**config.mk**
```make
export PLATFORM = sky130hd
export DESIGN_NAME = rbcp_wb_router_flat
export DESIGN_NICKNAME = d
export VERILOG_FILES = /design/src/rtl/rbcp_router_pkg.sv /design/src/rtl/rbcp_wb_router_if.sv /design/src/rtl/rbcp_router_decode.sv /design/src/rtl/rbcp_wb_router.sv /design/src/flat_wrapper.sv
export SDC_FILE = /design/constraint.sdc
export NUM_CORES = 1
export LEC_CHECK = 0
export ABC_AREA = 1
export CORE_MARGIN = 2
export CORE_UTILIZATION = 46
export CTS_CLUSTER_DIAMETER = 80
export DETAILED_ROUTE_END_ITERATION = 6
export MAX_ROUTING_LAYER = met4
export PLACE_DENSITY = 0.85
export SYNTH_ARGS = -nofsm -noshare
export SYNTH_HDL_FRONTEND = slang
export SYNTH_HIERARCHICAL = 1
export SYNTH_SLANG_ARGS = --single-unit
export TNS_END_PERCENT = 10
```
**constraint.sdc**
```tcl
create_clock -name i_clk -period 5.3 [get_ports i_clk]
set_input_delay 0.53 -clock i_clk [delete_from_list [all_inputs] [get_ports i_clk]]
set_output_delay 0.53 -clock i_clk [all_outputs]
set_load 0.1 [all_outputs]
```
**src/rtl/rbcp_router_pkg.sv**
```systemverilog
// rtl/rbcp_router_pkg.sv - shared types and helpers for the RBCP-to-Wishbone router
// Purpose : transaction state encoding, fault read value and index-width helper.
// Ports   : none (package).
package rbcp_router_pkg;

  typedef enum logic [1:0] {
    IDLE   = 2'd0,
    DECODE = 2'd1,
    BUS    = 2'd2,
    RESP   = 2'd3
  } state_t;

  // Read data returned on error, timeout or unmapped access.
  localparam logic [7:0] RD_FAULT = 8'h00;

  // Bits needed to index n items; never less than one bit.
  function automatic int idx_width(input int n);
    return (n <= 1) ? 1 : $clog2(n);
  endfunction

endpackage

```
**src/rtl/rbcp_wb_router_if.sv**
```systemverilog
// rtl/rbcp_wb_router_if.sv - RBCP request side and Wishbone slave side of the router
// Purpose : bundles the RBCP handshake and the shared Wishbone bus.
// Ports   : master = router view (drives o_* signals), slave = environment view
//           (drives RBCP requests and slave responses i_*).
interface rbcp_wb_router_if #(
  parameter int NUM_SLV = 16
);
  logic                 i_rbcp_act;
  logic [31:0]          i_rbcp_addr;
  logic                 i_rbcp_we;
  logic [7:0]           i_rbcp_wd;
  logic                 i_rbcp_re;
  logic [7:0]           o_rbcp_rd;
  logic                 o_rbcp_ack;
  logic [15:0]          o_wb_adr;
  logic [7:0]           o_wb_dat;
  logic                 o_wb_we;
  logic                 o_wb_cyc;
  logic [NUM_SLV-1:0]   o_wb_stb;
  logic [NUM_SLV*8-1:0] i_wb_dat;
  logic [NUM_SLV-1:0]   i_wb_ack;
  logic [NUM_SLV-1:0]   i_wb_err;
  logic                 o_timeout;
  logic                 o_bus_err;

  modport master (
    input  i_rbcp_act, i_rbcp_addr, i_rbcp_we, i_rbcp_wd, i_rbcp_re,
    input  i_wb_dat, i_wb_ack, i_wb_err,
    output o_rbcp_rd, o_rbcp_ack, o_wb_adr, o_wb_dat, o_wb_we, o_wb_cyc, o_wb_stb,
    output o_timeout, o_bus_err
  );

  modport slave (
    output i_rbcp_act, i_rbcp_addr, i_rbcp_we, i_rbcp_wd, i_rbcp_re,
    output i_wb_dat, i_wb_ack, i_wb_err,
    input  o_rbcp_rd, o_rbcp_ack, o_wb_adr, o_wb_dat, o_wb_we, o_wb_cyc, o_wb_stb,
    input  o_timeout, o_bus_err
  );
endinterface

```
**src/rtl/rbcp_router_decode.sv**
```systemverilog
// rtl/rbcp_router_decode.sv - combinational RBCP address to slave decoder
// Purpose : region = addr[31:16]; sub-selected regions take ch = addr[15:8] and an
//           8-bit Wishbone offset, others use ch 0 and the full 16-bit offset.
// Ports   : addr (in, 32), valid (out), idx (out, slave index), wb_adr (out, 16).
module rbcp_router_decode import rbcp_router_pkg::*; #(
  parameter int                    NUM_REGION    = 4,
  parameter int                    CH_PER_REGION = 4,
  parameter logic [NUM_REGION-1:0] SUBSEL_MASK   = 4'b1110,
  parameter int                    IDX_W         = idx_width(NUM_REGION * CH_PER_REGION)
) (
  input  logic [31:0]      addr,
  output logic             valid,
  output logic [IDX_W-1:0] idx,
  output logic [15:0]      wb_adr
);

  logic [15:0] region;
  logic [7:0]  ch;
  logic        subsel;

  always_comb begin
    region = addr[31:16];
    subsel = 1'b0;
    // Out-of-range regions keep subsel 0; they are rejected by valid anyway.
    for (int r = 0; r < NUM_REGION; r++) begin
      if (region == 16'(r)) subsel = SUBSEL_MASK[r];
    end
    ch     = subsel ? addr[15:8] : 8'h00;
    wb_adr = subsel ? {8'h00, addr[7:0]} : addr[15:0];
    valid  = ({16'h0000, region} < 32'(NUM_REGION)) &&
             ({24'h000000, ch} < 32'(CH_PER_REGION));
    idx    = IDX_W'({16'h0000, region} * 32'(CH_PER_REGION) + {24'h000000, ch});
  end

endmodule

```
**src/rtl/rbcp_wb_router.sv**
```systemverilog
// rtl/rbcp_wb_router.sv - RBCP-to-Wishbone bridge routing to NUM_REGION x CH_PER_REGION slaves
// Purpose : one single-beat Wishbone transaction per RBCP strobe with timeout, slave
//           ERR, unmapped completion and abort when i_rbcp_act drops.
// Ports   : i_clk, i_rst_n (async active-low), rif (rbcp_wb_router_if.master).
//           RBCP_ROUTER_STATS_EN adds o_txn_cnt[31:0], o_timeout_cnt[15:0], o_err_cnt[15:0].
module rbcp_wb_router import rbcp_router_pkg::*; #(
  parameter int                    NUM_REGION    = 4,
  parameter int                    CH_PER_REGION = 4,
  parameter logic [NUM_REGION-1:0] SUBSEL_MASK   = 4'b1110,
  parameter int                    TIMEOUT       = 255
) (
  input logic              i_clk,
  input logic              i_rst_n,
  rbcp_wb_router_if.master rif
`ifdef RBCP_ROUTER_STATS_EN
  ,
  output logic [31:0]      o_txn_cnt,
  output logic [15:0]      o_timeout_cnt,
  output logic [15:0]      o_err_cnt
`endif
);

  localparam int NUM_SLV = NUM_REGION * CH_PER_REGION;
  localparam int IDX_W   = idx_width(NUM_SLV);
  localparam int CNT_W   = idx_width(TIMEOUT);
  localparam logic [CNT_W-1:0] CNT_LAST = CNT_W'(TIMEOUT - 1);

  state_t             state_q, state_d;
  logic [31:0]        addr_q, addr_d;
  logic               we_q, we_d;
  logic [7:0]         wd_q, wd_d;
  logic [15:0]        adr_q, adr_d;
  logic               wbwe_q, wbwe_d;
  logic               cyc_q, cyc_d;
  logic [NUM_SLV-1:0] stb_q, stb_d;
  logic [IDX_W-1:0]   idx_q, idx_d;
  logic [CNT_W-1:0]   cnt_q, cnt_d;
  logic [7:0]         cap_q, cap_d;
  logic               err_q, err_d, to_q, to_d;
  logic               ack_q, ack_d;
  logic [7:0]         rd_q, rd_d;
  logic               bus_err_q, bus_err_d, timeout_q, timeout_d;

  logic               dec_valid;
  logic [IDX_W-1:0]   dec_idx;
  logic [15:0]        dec_adr;
  logic               ack_hit, err_hit;
  logic [7:0]         slv_dat;

  rbcp_router_decode #(
    .NUM_REGION   (NUM_REGION),
    .CH_PER_REGION(CH_PER_REGION),
    .SUBSEL_MASK  (SUBSEL_MASK),
    .IDX_W        (IDX_W)
  ) u_decode (
    .addr  (addr_q),
    .valid (dec_valid),
    .idx   (dec_idx),
    .wb_adr(dec_adr)
  );

  // Strobe is one-hot, so masking with it observes only the selected slave.
  assign ack_hit = |(rif.i_wb_ack & stb_q);
  assign err_hit = |(rif.i_wb_err & stb_q);
  assign slv_dat = rif.i_wb_dat[{idx_q, 3'b000} +: 8];

  always_ff @(posedge i_clk or negedge i_rst_n) begin
    if (!i_rst_n) begin
      state_q   <= IDLE;
      addr_q    <= '0;
      we_q      <= 1'b0;
      wd_q      <= '0;
      adr_q     <= '0;
      wbwe_q    <= 1'b0;
      cyc_q     <= 1'b0;
      stb_q     <= '0;
      idx_q     <= '0;
      cnt_q     <= '0;
      cap_q     <= '0;
      err_q     <= 1'b0;
      to_q      <= 1'b0;
      ack_q     <= 1'b0;
      rd_q      <= '0;
      bus_err_q <= 1'b0;
      timeout_q <= 1'b0;
    end else begin
      state_q   <= state_d;
      addr_q    <= addr_d;
      we_q      <= we_d;
      wd_q      <= wd_d;
      adr_q     <= adr_d;
      wbwe_q    <= wbwe_d;
      cyc_q     <= cyc_d;
      stb_q     <= stb_d;
      idx_q     <= idx_d;
      cnt_q     <= cnt_d;
      cap_q     <= cap_d;
      err_q     <= err_d;
      to_q      <= to_d;
      ack_q     <= ack_d;
      rd_q      <= rd_d;
      bus_err_q <= bus_err_d;
      timeout_q <= timeout_d;
    end
  end

  always_comb begin
    state_d   = state_q;
    addr_d    = addr_q;
    we_d      = we_q;
    wd_d      = wd_q;
    adr_d     = adr_q;
    wbwe_d    = wbwe_q;
    cyc_d     = cyc_q;
    stb_d     = stb_q;
    idx_d     = idx_q;
    cnt_d     = cnt_q;
    cap_d     = cap_q;
    err_d     = err_q;
    to_d      = to_q;
    ack_d     = 1'b0;
    rd_d      = 8'h00;
    bus_err_d = 1'b0;
    timeout_d = 1'b0;
    case (state_q)
      IDLE: begin
        if (rif.i_rbcp_act && (rif.i_rbcp_we || rif.i_rbcp_re)) begin
          addr_d  = rif.i_rbcp_addr;
          we_d    = rif.i_rbcp_we;
          wd_d    = rif.i_rbcp_we ? rif.i_rbcp_wd : 8'h00;
          state_d = DECODE;
        end
      end
      DECODE: begin
        if (!rif.i_rbcp_act) begin
          state_d = IDLE;
        end else if (!dec_valid) begin
          cap_d   = RD_FAULT;
          err_d   = 1'b1;
          to_d    = 1'b0;
          state_d = RESP;
        end else begin
          idx_d   = dec_idx;
          adr_d   = dec_adr;
          stb_d   = NUM_SLV'(1) << dec_idx;
          cyc_d   = 1'b1;
          wbwe_d  = we_q;
          cnt_d   = '0;
          state_d = BUS;
        end
      end
      BUS: begin
        // Every exit drops the bus; only the wait path keeps it driven.
        cyc_d  = 1'b0;
        stb_d  = '0;
        wbwe_d = 1'b0;
        if (!rif.i_rbcp_act) begin
          state_d = IDLE;
        end else if (err_hit) begin
          cap_d   = RD_FAULT;
          err_d   = 1'b1;
          to_d    = 1'b0;
          state_d = RESP;
        end else if (ack_hit) begin
          cap_d   = we_q ? 8'h00 : slv_dat;
          err_d   = 1'b0;
          to_d    = 1'b0;
          state_d = RESP;
        end else if (cnt_q == CNT_LAST) begin
          cap_d   = RD_FAULT;
          err_d   = 1'b0;
          to_d    = 1'b1;
          state_d = RESP;
        end else begin
          cyc_d  = 1'b1;
          stb_d  = stb_q;
          wbwe_d = wbwe_q;
          cnt_d  = cnt_q + CNT_W'(1);
        end
      end
      RESP: begin
        ack_d     = 1'b1;
        rd_d      = cap_q;
        bus_err_d = err_q;
        timeout_d = to_q;
        state_d   = IDLE;
      end
      default: state_d = IDLE;
    endcase
  end

  assign rif.o_rbcp_ack = ack_q;
  assign rif.o_rbcp_rd  = rd_q;
  assign rif.o_wb_adr   = adr_q;
  assign rif.o_wb_dat   = wd_q;
  assign rif.o_wb_we    = wbwe_q;
  assign rif.o_wb_cyc   = cyc_q;
  assign rif.o_wb_stb   = stb_q;
  assign rif.o_timeout  = timeout_q;
  assign rif.o_bus_err  = bus_err_q;

`ifdef RBCP_ROUTER_STATS_EN
  logic [31:0] txn_cnt_q;
  logic [15:0] to_cnt_q, err_cnt_q;

  always_ff @(posedge i_clk or negedge i_rst_n) begin
    if (!i_rst_n) begin
      txn_cnt_q <= '0;
      to_cnt_q  <= '0;
      err_cnt_q <= '0;
    end else if (state_q == RESP) begin
      if (txn_cnt_q != '1)         txn_cnt_q <= txn_cnt_q + 32'd1;
      if (to_q && to_cnt_q != '1)   to_cnt_q  <= to_cnt_q + 16'd1;
      if (err_q && err_cnt_q != '1) err_cnt_q <= err_cnt_q + 16'd1;
    end
  end

  assign o_txn_cnt     = txn_cnt_q;
  assign o_timeout_cnt = to_cnt_q;
  assign o_err_cnt     = err_cnt_q;
`endif

endmodule

```
**src/flat_wrapper.sv**
```systemverilog
// flat-port wrapper written by rule: the top's interface ports become plain ports
module rbcp_wb_router_flat import rbcp_router_pkg::*;
#(
  parameter int                    NUM_REGION    = 4,
  parameter int                    CH_PER_REGION = 4,
  parameter logic [NUM_REGION-1:0] SUBSEL_MASK   = 4'b1110,
  parameter int                    TIMEOUT       = 255
)
  (i_clk, i_rst_n, rif_i_rbcp_act, rif_i_rbcp_addr, rif_i_rbcp_we, rif_i_rbcp_wd, rif_i_rbcp_re, rif_i_wb_dat, rif_i_wb_ack, rif_i_wb_err, rif_o_rbcp_rd, rif_o_rbcp_ack, rif_o_wb_adr, rif_o_wb_dat, rif_o_wb_we, rif_o_wb_cyc, rif_o_wb_stb, rif_o_timeout, rif_o_bus_err);
  rbcp_wb_router_if #(.NUM_SLV((16))) rif_i ();
  input logic i_clk;
  input logic i_rst_n;
  input wire logic [$bits(rif_i.i_rbcp_act)-1:0] rif_i_rbcp_act;
  input wire logic [$bits(rif_i.i_rbcp_addr)-1:0] rif_i_rbcp_addr;
  input wire logic [$bits(rif_i.i_rbcp_we)-1:0] rif_i_rbcp_we;
  input wire logic [$bits(rif_i.i_rbcp_wd)-1:0] rif_i_rbcp_wd;
  input wire logic [$bits(rif_i.i_rbcp_re)-1:0] rif_i_rbcp_re;
  input wire logic [$bits(rif_i.i_wb_dat)-1:0] rif_i_wb_dat;
  input wire logic [$bits(rif_i.i_wb_ack)-1:0] rif_i_wb_ack;
  input wire logic [$bits(rif_i.i_wb_err)-1:0] rif_i_wb_err;
  output wire logic [$bits(rif_i.o_rbcp_rd)-1:0] rif_o_rbcp_rd;
  output wire logic [$bits(rif_i.o_rbcp_ack)-1:0] rif_o_rbcp_ack;
  output wire logic [$bits(rif_i.o_wb_adr)-1:0] rif_o_wb_adr;
  output wire logic [$bits(rif_i.o_wb_dat)-1:0] rif_o_wb_dat;
  output wire logic [$bits(rif_i.o_wb_we)-1:0] rif_o_wb_we;
  output wire logic [$bits(rif_i.o_wb_cyc)-1:0] rif_o_wb_cyc;
  output wire logic [$bits(rif_i.o_wb_stb)-1:0] rif_o_wb_stb;
  output wire logic [$bits(rif_i.o_timeout)-1:0] rif_o_timeout;
  output wire logic [$bits(rif_i.o_bus_err)-1:0] rif_o_bus_err;
  assign rif_i.i_rbcp_act = rif_i_rbcp_act;
  assign rif_i.i_rbcp_addr = rif_i_rbcp_addr;
  assign rif_i.i_rbcp_we = rif_i_rbcp_we;
  assign rif_i.i_rbcp_wd = rif_i_rbcp_wd;
  assign rif_i.i_rbcp_re = rif_i_rbcp_re;
  assign rif_i.i_wb_dat = rif_i_wb_dat;
  assign rif_i.i_wb_ack = rif_i_wb_ack;
  assign rif_i.i_wb_err = rif_i_wb_err;
  assign rif_o_rbcp_rd = rif_i.o_rbcp_rd;
  assign rif_o_rbcp_ack = rif_i.o_rbcp_ack;
  assign rif_o_wb_adr = rif_i.o_wb_adr;
  assign rif_o_wb_dat = rif_i.o_wb_dat;
  assign rif_o_wb_we = rif_i.o_wb_we;
  assign rif_o_wb_cyc = rif_i.o_wb_cyc;
  assign rif_o_wb_stb = rif_i.o_wb_stb;
  assign rif_o_timeout = rif_i.o_timeout;
  assign rif_o_bus_err = rif_i.o_bus_err;
  rbcp_wb_router #(.NUM_REGION(NUM_REGION), .CH_PER_REGION(CH_PER_REGION), .SUBSEL_MASK(SUBSEL_MASK), .TIMEOUT(TIMEOUT)) u_core (.i_clk(i_clk), .i_rst_n(i_rst_n), .rif(rif_i));
endmodule
```
==> results_dict.tcl, run 1 <==
set metrics [dict create \
    wl_per_cell_um 14.9 \
    nNetsFinal 1334 \
    viasPerCell 5.04 \
    core_area_um2 13300 \
    synth_mux_area_frac 0 \
    fin_crit_sh 0.593 \
    hpwl_um 14300 \
    grt_pass1_wl_um 30900 \
    synth.top_cell.area_share 0.433 \
    clockBufferDepth 2 \
    cts_buffers 9 \
    endpoint_kind "flop" \
    dr.pass1.iters 5 \
    drive_above_1_share 0.0460 \
    grt_pass1_vias 6412 \
    critPathKind "in -> reg" \
    cellLeakagePower_nw 4.35 \
    synth_top_family_by_area "simple AND/OR/NAND/NOR gates" \
    netlist_area_um2 6350 \
    synth_compound_area_frac 0.0922 \
    multi_input_area_um2 3150 \
    cts_tree "done" \
    grt_usage 0.273 \
    final_util 0.691 \
    crit_fanout 51 \
    die_area_um2 14800 \
    clk_pin_slew_ns 0.08 \
    ys_types 40 \
    drv_cap 0 \
    peakVddDrop_mv 0.289 \
    ff_latch_area_um2 2750 \
    required_ns 5.58 \
    n_fill_cell 1127 \
    worst_pin_slew_ns 1.02 \
    detail-route-antenna-nets 0 \
    totalPowerFinal_mw 3.33 \
    worst_skew_pair.late_latency_ns 0.35 \
    ys_seq_elements 110 \
    synth_top_area_cell "dfrtp_1" \
    min_path_type "in -> async" \
    grt_max_degree 66 \
    die_width_um 121 \
    antennaDiodeCount 0 \
    status "completed" \
    ys_top_cells_by_area "dfrtp_1 43%, nand2_1 20%, nor2_1 9.3%" \
    tns_ns 0 \
    std_cell_rows 42 \
    pwr_density_cell_nw_per_um2 361 \
    syn_area_per_cell_um2 7.01 \
    setup_viol 0 \
    totalWireLength_um 19400 \
    area_growth_pct 45.2 \
    crit_arrival_ns 3.42 \
    port-buffer-count 257 \
    finalCriticalPeriod_ns 3.15 \
    max_freq_mhz 318 \
    clock_sinks 110 \
    synthXorXnorAreaFrac 0.00690 \
    postCtsSetupBuffers 0 \
    gp_congestion 0.976 \
    start_util 0.476 \
    skew_ns 0.0121 \
    synth_nets 1114 \
    die_h_um 121 \
    synth-simple-area-share 0.390 \
    relSlewSlack 0.321 \
    netlist_instances 906 \
    synth_fa_ha_area_frac 0.00591 \
    synth_warnings 6 \
    vias 6593 \
    start_kind "primary input" \
    ys_seq_area_frac 0.433 \
    cts_hold_buffers 0 \
    first_iter_violations 526 \
    cts-root-buf "clkbuf_16" \
    ios 258 \
    antenna_found_initial 0 \
    gr-total-overflow 0 \
    slew_viol_final 0 \
    finalHoldViolCount 0 \
    rsz0062_at_grt "no" \
    remaining_drc_errors 0 \
    htreeDepth 3 \
    ctsResizeCount 0 \
    fin_hold_ws_ns 0.206 \
]
==> layout make-up <==
| class | instances | area share |
|---|---|---|
| clock inverter | 7 | 0.0119 |
| inverter | 43 | 0.0186 |
| timing repair buffer | 260 | 0.281 |
| tap | 176 | 0.0239 |
| sequential | 110 | 0.299 |
| multi-input combinational | 702 | 0.341 |
| clock buffer | 9 | 0.0244 |
==> layout by cell type (no fill, tap or decap), types with 4 or more instances in the layout <==
cell type / Yosys / final
nand3_1: 70 / 69
dfrtp_1: 110 / 110
nor2_4: 4 / 4
nand2_2: 4 / 4
o21ai_0: 73 / 73
nand2_4: 4 / 4
o211ai_1: 21 / 21
buf_4: 12 / 4
xor2_1: 4 / 4
nand2_1: 336 / 336
clkdlybuf4s50_1: 0 / 256
clkbuf_16: 0 / 9
nor2_1: 157 / 157
nor2_2: 4 / 4
inv_1: 36 / 36
==> cells by family after synthesis <==
group	count (synthesis)
xor+xnor	5
fa+ha+maj	3
simple gates	592
flops	110
compound gates	102
buf+inv	94
==> flip-flops by register name, indices dropped and copies added, names as in the netlist, 4 cells and up <==
register,flops
u_core/cnt_q,8
u_core/idx_q,4
u_core/rif.o_rbcp_rd,8
u_core/rif.o_wb_adr,16
u_core/rif.o_wb_dat,8
u_core/cap_q,8
u_core/rif.o_wb_stb,16
u_core/addr_q,32
==> worst paths after layout <==
kind	start	to	slack, ns	cells past startpoint
min reg2reg	u_core/rif.o_wb_adr[9]	u_core/rif.o_wb_adr[9]	0.48	2
max in group asynchronous	i_rst_n	u_core/rif.o_rbcp_rd[7]	3.91	2
min	i_rst_n	u_core/addr_q[14]	0.21	1
max reg2reg	u_core/state_q[1]	u_core/addr_q[11]	2.38	5
max	rif_i_rbcp_we	u_core/addr_q[11]	2.15	6
min in group i_clk	u_core/rif.o_wb_adr[9]	u_core/rif.o_wb_adr[9]	0.48	2
==> metal layers <==
metal	up-vias	global-route usage	part of all wire	wire, um
met5	-	-	0	0
met4	0	0.0862	0.026	499
met3	38	0.0456	0.067	1300
met2	239	0.441	0.47	9100
met1	3020	0.354	0.44	8530
li1	3296	-	-	-
==> cells in the mapped netlist (all sizes together) <==
master,number
o21a,2
nor2b,1
nor3,3
nand2,345
a32o,1
xor2,4
nor3b,1
nand4,1
nand3,72
inv,40
xnor2,1
or2,2
ha,3
o21ai,75
buf,36
o211ai,21
a21oi,3
nor2,166
dfrtp,110
clkbuf,15
and2,1
clkinv,3
==> worst max-delay path: stages <==
cell and delay [ns]:
clkdlybuf4s50_1 0.66, or2_2 0.18, nand3_2 0.68, inv_1 1.06
nand2_1 0.16, nand2_1 0.14
==> metrics by stage <==
step | setup WS, ns | cells | area, um^2
5_1_grt | 1.91 | 1307 | 9220
6_report | 2.15 | 1307 | 9220
3_3_place_gp | 1.93 | 1291 | 8880
3_5_place_dp | 1.84 | 1291 | 8880
4_1_cts | 2.21 | 1307 | 9220
2_1_floorplan | 3.15 | 906 | 6350
==> where the power goes <==
group	switching, mW	internal, mW
Sequential	0.147	1.03
Combinational	0.960	0.457
Clock	0.338	0.390
Total	1.44	1.88
(Power assumes the default switching activity.)
==> run 2: changes to the inputs <==
- CORE_UTILIZATION: 46 -> 44
- PLACE_DENSITY: 0.85 -> 0.82
- clock period: 5.3 -> 2.9 ns (I/O delays scaled with it)
==> results_dict.tcl, run 2 (same netlist as run 1, synthesis figures left out) <==
set metrics [dict create \
    status "completed" \
    cts-root-buf "clkbuf_16" \
    endpoint_kind "flop" \
    antenna_found_initial 0 \
    skew_ns 0.00900 \
    cpMaxStageDelayCell "dfrtp_1" \
    antennaDiodeCount 0 \
    viasPerCell 4.98 \
    place_ws_ns 0.532 \
    gp_congestion 0.950 \
    cellLeakagePower_nw 4.46 \
    grt_max_degree 65 \
    setup_viol 0 \
    max_stage_delay_ns 0.38 \
    n_fill_cell 1254 \
    cts_buffers 9 \
    required_ns 3.18 \
    first_iter_violations 559 \
    grt_usage 0.257 \
    min_path_type "in -> async" \
    dr.pass1.iters 5 \
    postCtsSetupBuffers 0 \
    totalWireLength_um 19100 \
    cts_tree "done" \
    finalCriticalPeriod_ns 2.38 \
    critPathKind "reg -> reg" \
    std_cell_rows 43 \
    clock_sinks 110 \
    rsz0062_at_grt "no" \
    setup_ws_ns 0.515 \
    tns_ns 0 \
    mostFrequentLayoutCell "nand2_1" \
    clockBufferDepth 2 \
    ctsResizeCount 0 \
    htreeDepth 3 \
    die_h_um 124 \
    drive_above_1_share 0.0967 \
    path_buf_inv 1 \
    detail-route-antenna-nets 0 \
    crit_arrival_ns 2.66 \
    most-common-layout-cells "336 x nand2_1, 203 x clkdlybuf4s50_1, 157 x nor2_1" \
    pwr_density_cell_nw_per_um2 644 \
    cts_hold_buffers 0 \
    area_growth_pct 43.2 \
    start_kind "flop" \
    finalHoldViolCount 0 \
    remaining_drc_errors 0 \
    die_width_um 124 \
    critical_path.top_delay_family "simple AND/OR/NAND/NOR gates" \
    grt_pass1_wl_um 29900 \
    hpwl_um 14400 \
    fin_crit_sh 0.822 \
    worst_pin_slew_ns 0.948 \
    final_util 0.650 \
    wl_per_cell_um 14.5 \
    slew_viol_final 0 \
    nNetsFinal 1340 \
    crit_fanout 12 \
    grt_pass1_vias 6128 \
    cp_cell_sequence "nor2_1, nand2_1, nor2_4, nand3_2, nor2_2, ha_1, xor2_1, inv_1, nand2_1, nand2_1, or2_2, nor2_1, nand3_1, nand2_1" \
    core_area_um2 14000 \
    largest_reg_flops 32 \
    totalPowerFinal_mw 5.86 \
    critPathLaunch "u_core/addr_q[27]" \
    timing.rr.start "u_core/addr_q[27]" \
    peakVddDrop_mv 0.619 \
    vias 6562 \
    clk_pin_slew_ns 0.08 \
    max_freq_mhz 419 \
    start_util 0.454 \
    path_common_cell "nand2_1" \
    port-buffer-count 257 \
    regMostFlops "u_core/addr_q" \
    worst_skew_pair.late_latency_ns 0.34 \
    gr-total-overflow 0 \
    drv_cap 0 \
    die_area_um2 15400 \
    relSlewSlack 0.367 \
    ios 258 \
]
[run 2: cell types whose count changed in the layout (fill, tap and decap cells not counted), moves of 2 or more]
cell             change
clkdlybuf4s50_1     -53
buf_4               +58
clkinv_8             -2
inv_6                +2
[run 2: worst paths after layout]
check / end / slack [ns] / cells past startpoint
hold reg to reg: u_core/rif.o_wb_adr[4] / 0.48 / 2
setup / recovery: u_core/rif.o_wb_stb[5] / 0.52 / 14
hold / removal: u_core/rif.o_wb_adr[5] / 0.02 / 1
min in group i_clk: u_core/addr_q[14] / 0.47 / 3
setup reg to reg: u_core/rif.o_wb_stb[5] / 0.52 / 14
max in group asynchronous: u_core/cap_q[1] / 2.15 / 2
[run 2: metrics by stage]
stage,cells,hold slack [ns],cell area (um^2)
final,1317,0.0165,9090
after global routing,1317,0.0679,9090
after CTS,1317,0.0352,9090
after detailed placement,1301,0.408,8810
after global placement,1301,0.404,8810
after floorplan,906,-0.00559,6350
[run 2: worst register-to-register path, stage by stage, from the launching register on]
cell     delay, ns
dfrtp_1       0.38
nor2_1        0.11
nand2_1       0.10
nor2_4        0.14
nand3_2       0.23
nor2_2        0.15
ha_1          0.16
xor2_1        0.18
inv_1         0.05
nand2_1       0.06
nand2_1       0.09
or2_2         0.38
nor2_1        0.12
nand3_1       0.08
nand2_1       0.08
[run 2: metal layers]
metal / GRT usage / share of wire / wire length (um)
met5: - / 0 / 0
met4: 0.0808 / 0.024 / 456
met3: 0.0403 / 0.071 / 1350
met2: 0.404 / 0.46 / 8870
met1: 0.343 / 0.44 / 8440
[run 2: area by class of cell]
cell class                      count  area, um^2  share of cell area
Sequential cell                   110        2750               0.303
Tap cell                          180         225              0.0248
Clock buffer                       10         229              0.0252
Clock inverter                      6        51.3             0.00564
Multi-Input combinational cell    702        3150               0.346
Inverter                           43         171              0.0188
Timing Repair Buffer              266        2520               0.277
[run 2: power by group]
| part | total (mW) | internal, mW | switching [mW] |
|---|---|---|---|
| clock | 1.17 | 0.599 | 0.572 |
| sequential | 2.14 | 1.89 | 0.251 |
| combinational | 2.54 | 0.814 | 1.73 |
| total | 5.86 | 3.30 | 2.55 |
